$ cat config.mk
export PLATFORM = sky130hd
export DESIGN_NAME = uart_tx_slave
export DESIGN_NICKNAME = d
export VERILOG_FILES = /design/src/rtl/uart_tx_slave.sv
export SDC_FILE = /design/constraint.sdc
export NUM_CORES = 1
export LEC_CHECK = 0
export CORE_ASPECT_RATIO = 1.25
export CORE_MARGIN = 3
export CORE_UTILIZATION = 40
export CTS_BUF_LIST = sky130_fd_sc_hd__clkbuf_4
export DETAILED_ROUTE_END_ITERATION = 8
export PLACE_DENSITY = 0.69
export SETUP_SLACK_MARGIN = 0.1
export SYNTH_ARGS = -nofsm -noshare
export SYNTH_HDL_FRONTEND = slang
export SYNTH_SLANG_ARGS = --single-unit
$ cat constraint.sdc
create_clock -name clk -period 4.5 [get_ports clk]
set_clock_uncertainty 0.1 [all_clocks]
set_input_delay 0.675 -clock clk [delete_from_list [all_inputs] [get_ports clk]]
set_output_delay 0.675 -clock clk [all_outputs]
set_load 0.005 [all_outputs]
$ cat src/rtl/uart_tx_slave.sv
// uart_tx_slave: bus-mapped 8N1 UART transmitter with TX FIFO, programmable baud and drain interrupt
`ifndef ADDR_BUS_WIDTH
`define ADDR_BUS_WIDTH 32
`endif
`ifndef DATA_BUS_WIDTH
`define DATA_BUS_WIDTH 32
`endif
`ifndef ZERO_WORD
`define ZERO_WORD {`DATA_BUS_WIDTH{1'b0}}
`endif
module uart_tx_slave #(
  parameter int FIFO_DEPTH = 4,
  parameter logic [15:0] BAUD_DIV_RST = 16'd433
) (
  input  logic clk,
  input  logic rst_n,
  input  logic [`ADDR_BUS_WIDTH-1:0] addr_i,
  input  logic [`DATA_BUS_WIDTH-1:0] data_i,
  input  logic we_i,
  input  logic rd_i,
  output logic [`DATA_BUS_WIDTH-1:0] data_o,
  output logic tx_o,
  output logic irq_o
);
  localparam int DW = `DATA_BUS_WIDTH;
  localparam int PW = $clog2(FIFO_DEPTH);
  localparam int CW = $clog2(FIFO_DEPTH + 1);
  typedef enum logic [1:0] {IDLE, START, DATA, STOP} state_t;
  state_t state, state_d;
  logic [7:0] mem [FIFO_DEPTH];
  logic [PW-1:0] wr_ptr, rd_ptr;
  logic [CW-1:0] count;
  logic overflow, tx_en, irq_en, full, empty, busy, wr_data, push, pop, last, tx_d;
  logic [15:0] baud_div, div_q, div_d, cnt, cnt_d;
  logic [7:0] shift, shift_d;
  logic [2:0] bit_idx, bit_d;
  logic [1:0] sel;
  logic [DW-1:0] rdata;
  logic unused_bits;
  assign unused_bits = ^{addr_i[`ADDR_BUS_WIDTH-1:4], addr_i[1:0], data_i[DW-1:16]};
  assign sel = addr_i[3:2];
  assign full = count == CW'(FIFO_DEPTH);
  assign empty = count == '0;
  assign busy = state != IDLE;
  assign wr_data = we_i && sel == 2'd0;
  assign push = wr_data && !full;
  assign pop = state == IDLE && tx_en && !empty;
  assign last = cnt == div_q;
  assign rdata = sel == 2'd0 ? `ZERO_WORD
               : sel == 2'd1 ? DW'({4'(count), overflow, empty, full, busy})
               : sel == 2'd2 ? DW'(baud_div)
               : DW'({irq_en, tx_en});
  assign data_o = rd_i ? rdata : `ZERO_WORD;
  always_ff @(posedge clk)
    if (push) mem[wr_ptr] <= data_i[7:0];
  // tx_o is registered from the next state so it lines up with the FSM without a cycle of lag
  always_comb begin
    state_d = state;
    shift_d = shift;
    bit_d = bit_idx;
    div_d = div_q;
    cnt_d = (state == IDLE || last) ? '0 : cnt + 16'd1;
    case (state)
      IDLE: if (pop) begin
        state_d = START;
        shift_d = mem[rd_ptr];
        div_d = baud_div;
      end
      START: if (last) begin
        state_d = DATA;
        bit_d = '0;
      end
      DATA: if (last) begin
        shift_d = shift >> 1;
        bit_d = bit_idx + 3'd1;
        if (bit_idx == 3'd7) state_d = STOP;
      end
      default: if (last) state_d = IDLE;
    endcase
    tx_d = state_d == START ? 1'b0 : state_d == DATA ? shift_d[0] : 1'b1;
  end
  always_ff @(posedge clk or negedge rst_n)
    if (!rst_n) begin
      state <= IDLE;
      cnt <= '0;
      shift <= '0;
      bit_idx <= '0;
      div_q <= '0;
      tx_o <= 1'b1;
      irq_o <= 1'b0;
      count <= '0;
      wr_ptr <= '0;
      rd_ptr <= '0;
      overflow <= 1'b0;
      baud_div <= BAUD_DIV_RST;
      tx_en <= 1'b0;
      irq_en <= 1'b0;
    end else begin
      state <= state_d;
      cnt <= cnt_d;
      shift <= shift_d;
      bit_idx <= bit_d;
      div_q <= div_d;
      tx_o <= tx_d;
      irq_o <= irq_en && empty && !busy;
      count <= count + CW'(push) - CW'(pop);
      if (push) wr_ptr <= wr_ptr + PW'(1);
      if (pop) rd_ptr <= rd_ptr + PW'(1);
      if (wr_data && full) overflow <= 1'b1;
      else if (we_i && sel == 2'd1 && data_i[3]) overflow <= 1'b0;
      if (we_i && sel == 2'd2) baud_div <= data_i[15:0];
      if (we_i && sel == 2'd3) {irq_en, tx_en} <= data_i[1:0];
    end
endmodule

======== Word-level counts from Yosys, hierarchy flattened ========
Memories as Yosys holds them, arrays and structs flattened.
Index checks and enable logic that the tools add are counted.
cells by class
  add/subtract/negate cells ............... 6
  equality and inequality tests ........... 13
  multiplexer cells ....................... 23
  reduce and logical (&&, ||, !) cells .... 25
operators by type and width
  operator                                       count
  2-to-1 mux 16 bit                              5
  adder 16 x 1 -> 16 bit, second input constant  1
  == test 16 bit                                 1
  2-to-1 mux 8 bit                               2
  case mux 8 bit (2 select lines)                1
  logical AND 1 bit                              11
  2-to-1 mux 2 bit                               5
  == test 2 bit, second input constant           4
  nonzero test 2 bit                             4
  == test 2 x 1 -> 1 bit, second input constant  3
  == test 3 bit, second input constant           2
  2-to-1 mux 1 bit                               6
  2-to-1 mux 3 bit                               2
  inequality test 2 bit, second input constant   3
  case mux 2 bit (3 select lines)                1
  case mux 3 bit (2 select lines)                1
  AND reduction 3 bit                            2
  adder 2 x 1 -> 2 bit, second input constant    2
  zero test 2 bit                                2
  adder 3 x 1 -> 3 bit                           1
  adder 3 x 1 -> 3 bit, second input constant    1
  zero test 1 bit                                3
  zero test 3 bit                                1
  subtractor 3 x 1 -> 3 bit                      1
  2 further kinds                                2
storage, ports and cells
  register bits after elaboration ......... 73
  RAM bits ................................ 32
  bits of input ports ..................... 68
  output and inout bits ................... 34
  word-level logic and storage cells ...... 83
  memories kept ........................... 1
memories
  memory  words  width  read ports  clocked after Yosys merged registers in  wr ports  line  RTL
  mem     4      8      1           0                                        1         30    logic [7:0] mem [FIFO_DEPTH];

======== Longest topological paths before layout ========
  word-level depth ........................ 8
  mapped depth ............................ 11
  depth with buffers taken out ............ 10

======== Least setup slack after synthesis ========
Ideal clock, no wire load.
  kind .................................... input port to flip-flop
  start point ............................. input port we_i
  end point ............................... register count[2]
  setup time .............................. 126 ps
  arrival ................................. 2,560 ps
  slack ................................... 1,714 ps
  stages on the path ...................... 10
  buffers on the path ..................... 0
  cells stage by stage .................... nor2b_1 nor3b_1 inv_1 ha_1 inv_1 ha_1 inv_1 fa_1 xnor2_1 xnor2_1
between the ends
  longest elaborated chain between the ends .. 4
ends and longest elaborated chain
  item                       line  RTL
  from (decl)                19    input logic we_i,
  logical AND 1 bit          45    assign wr_data = we_i && sel == 2'd0;
  logical AND 1 bit          46    assign push = wr_data && !full;
  adder 3 x 1 -> 3 bit       106   count <= count + CW'(push) - CW'(pop);
  subtractor 3 x 1 -> 3 bit  106
  to (signal assigned)       106
  to (decl)                  32    logic [CW-1:0] count;
Every way passes these cells.
A chain may end at the register's enable or synchronous reset.

======== Final worst setup path ========
  start point ............................. input port addr_i[2]
  end point ............................... output port data_o[0]
between the ends
  longest elaborated chain between the ends .. 5
ends and longest elaborated chain
  item                                  line  RTL
  from (decl)                           17    input logic [`ADDR_BUS_WIDTH-1:0] addr_i,
  == test 2 bit                         51    : sel == 2'd2 ? DW'(baud_div)
  2-to-1 mux 16 bit                     51
  2-to-1 mux 16 bit                     50    : sel == 2'd1 ? DW'({4'(count), overflow, empty, full, busy})
  2-to-1 mux 16 bit *                   49    assign rdata = sel == 2'd0 ? `ZERO_WORD
  2-to-1 mux 16 bit (no source line) *  n/a
  to (decl)                             21    output logic [`DATA_BUS_WIDTH-1:0] data_o,
Mark *: on every way between the ends. The rest lies on a longest branch, timed or not.

==> impl_results.md <==
* Starting density of the core at about 41%
* Vias per inst at approximately 5.0
* Cell family with most CP delay: buffers and inverters
* PwrDens at ~480 nW/um^2
* Worst slew pin tran at slightly above 700 ps
* Peak VDD IR at 0.264 mV
* Critical path capture point type: output port
* I/O Pins at a little over 100
* Cell Area, Synth at just under 5000 sq um
* GPL Wtd Cong at 0.824
* Yosys top cell area share at about 35%
* Layout cells sized above 1 at between 10% and 20%
* Final period util at around three quarters
* Crit-path max cell delay at between 600 and 700 ps
* Buf+Inv Stages, Crit Path at 2
* Core area at approximately 12000 sq um
* Clk sinks at approximately 110
* Synth Warn # at 0
* 1st-iter DRT viols at 170
* Area leader, netlist: dfrtp_1
* FF+latch count, synth at about 110
* Setup crit start kind: input port
* Switch Pwr at about 850 uW
* Initial antenna violation count at 1
* Clock root buffer: clkbuf_4
* Gate count of the mapped netlist at approximately 370
* Final Critical Period at roughly 3400 ps
* Via count at around 2900
* Final slew viol count at 0
* Cts bufs inserted at 9
* Rel. slew slack at roughly half
* Sequential-to-total area share from yosys stat at approximately 58%
* Clk_lat worst skew at 450 ps
* First-pass GRT wire length at about 15000 um
* CTS tree: built
* Post-CTS Hold Fix Bufs at 0
* DRC at 0
* FF-to-FF setup slack at roughly 1900 ps
* Post-synth EDFFs at 32
* CTS H-tree lvls at 3
* RR Endpoint: count[2]
* Post-CTS sizing at 0
* RSZ-0062 raised after global routing: no
* Power Internal at 1.75 mW
* Tightest Hold Check Type: in -> async
* Layout Nets at between 400 and 500
* Setup slack after layout at approximately 1100 ps
* Largest cells by area after synthesis: dfrtp_1 35%, edfxtp_1 20%, mux2_2 8.4%
* Max-Cap Viols at 0
* WL/cell at 15.1 um
* Worst setup path class: in -> out
* # Post-CTS Setup Buffers at 0
* Number of global-route vias before repair at between 2000 and 3000
* CTS clk-pin slew, worst paths at between 150 and 200 ps
* Filler cell count at about 1100
* DR pass1 iterations at 4
* Top FF cell, synth: dfrtp_1
* Pin count of the biggest net entering global routing at 47
* R2R cell count at 10
* CP most frequent cell: clkdlybuf4s50_1
* ANT nets after route at 0
* Reg2reg start: count[1]
* Clk pwr share at 18.2%
* Crit-path slowest cell: clkdlybuf4s50_1
* HPWL Detailed at about 6300 um
* Worst path cell trace: clkdlybuf4s50_1 > nor2b_1 > o21ai_0 > a21boi_0 > clkdlybuf4s50_1
* FMAX at between 0.2 and 0.3 GHz
* Area Overhead vs Synth at 12.9%
* Congestion Overflow GR at 0
* Syn Area/Cell at 13.2 sq um
* Switching share of total power at between 30% and 40%
* Die span in y at 129 um
* Final Hold Fails at 0
* Chip width at about 100 um
* Sum of negative setup slack at 0 ps
* Die area at around 13000 sq um
* Final WL at 8670 um
* Total track usage at between 10 and 15%
* Power share of the sequential group at 56.1%
* Clk buf depth at 2
* Setup Viol. Count Final at 0
* PortBufs at 39
* Critical Path Fanout Max at 7
* Num rows at between 40 and 50
* Status: finished, final reports clean
* Worst Path Arrival at approximately 2700 ps
* Pre-CTS WS at 1080 ps
* Tot Pwr at between 2 and 3 mW
* Post-synth ARST share at 69.5%
* Leak pwr at between 2 and 2.5 nW
* Post-route core utilization at between 40% and 50%
* Req. time, crit path at between 3000 and 4000 ps
* Logic pwr share at roughly a quarter
* Unique masters post-synth at 41
## power by group through the flow
stage	Combinational [mW]	Clock [mW]	Sequential (mW)
after global routing	0.754	0.525	1.50
after floorplan	0.577	0	1.37
after global placement	0.655	0	1.47
after detailed placement	0.679	0	1.48
final	0.669	0.472	1.46
after CTS	0.680	0.493	1.46
## worst max path at each step
stage	from	endpoint	slack, ps	depth (start not counted)
floorplan	we_i	count[2]	1710	10
global placement	addr_i[2]	data_o[0]	1080	5
global route	addr_i[2]	data_o[0]	940	5
CTS	addr_i[2]	data_o[0]	1050	5
detailed placement	addr_i[2]	data_o[0]	1080	5
finish	addr_i[2]	data_o[0]	1060	5
## sequential cells by signal (all words and copies together) (netlist names)
signal and flops:
bit_idx 3, state 2, baud_div 16, cnt 16, wr_ptr 2, irq_o 1, overflow 1, irq_en 1
tx_o 1, count 3, rd_ptr 2, div_q 16, mem 32, tx_en 1, shift 8
## logic make-up after synthesis
group	count (synthesis)	synth area share (%)
buffers and inverters	41	4.83
xor gates and xnor gates	36	6.51
other	1	0.0774
AOI/OAI and AO/OA	30	4.60
and+or+nand+nor	100	11.2
DFF	105	57.7
adders and majority gates	10	2.74
muxes	45	12.3
## final cells by class
type	count	area (sq um)	share of cell area (%)
timing repair buffer	43	415	7.60
tap	161	201	3.69
antenna	1	2.50	0.0458
clock inverter	7	68.8	1.26
clock buffer	9	67.6	1.24
multi-input combinational	237	1870	34.3
inverter	11	41.3	0.755
sequential	105	2800	51.1
## layout by cell type (no fill, tap or decap), types with 8 or more instances in the layout
master,synthesis,routed
nand4_1,9,9
edfxtp_1,32,32
inv_1,11,11
clkbuf_4,0,9
nand2_1,12,12
mux2_2,36,36
xnor2_1,30,30
and2_1,15,15
nor2_1,24,24
dfrtp_1,67,67
nor2b_1,10,10
clkdlybuf4s50_1,0,38
ha_1,9,9
and3_1,11,11
conb_1,1,16
mux4_2,8,8
## worst register-to-register path, cell delays in order, from the launching register on
cell and delay, ps:
dfrtp_1 490, nor3_1 450, nand2b_1 230, nor3_2 70, ha_1 290, inv_1 50, ha_1 130, inv_1 50
fa_1 370, xnor2_1 200, xnor2_1 140
## Yosys cell counts (all sizes together), types with 6 or more instances
master	number
dfrtp	67
inv	11
ha	9
nor2b	10
o21ai	7
a22oi	6
xnor2	30
edfxtp	32
dfstp	6
nand4	9
mux2	36
and2	15
nand2	12
mux4	8
xor2	6
buf	24
a221o	7
clkbuf	6
and3	11
nor2	24
nand3	7
## per-stage QoR
stage / cell area, sq um / std cells / hold WS [ps]
3_3_place_gp: 5330 / 557 / 387
2_1_floorplan: 4900 / 383 / 279
6_report: 5470 / 574 / 112
3_5_place_dp: 5330 / 557 / 400
5_1_grt: 5470 / 574 / 121
4_1_cts: 5460 / 573 / 91.0
## routing by layer
layer,routed length [um],share of wire (%),vias up,track usage [%]
li1,-,-,1355,-
met1,4040,47,1441,18.9
met2,4230,49,47,22.6
met3,252,2.9,8,2.49
met4,153,1.8,0,5.95
met5,0,0,-,0
Note: power is estimated with default switching activity, not from simulation.
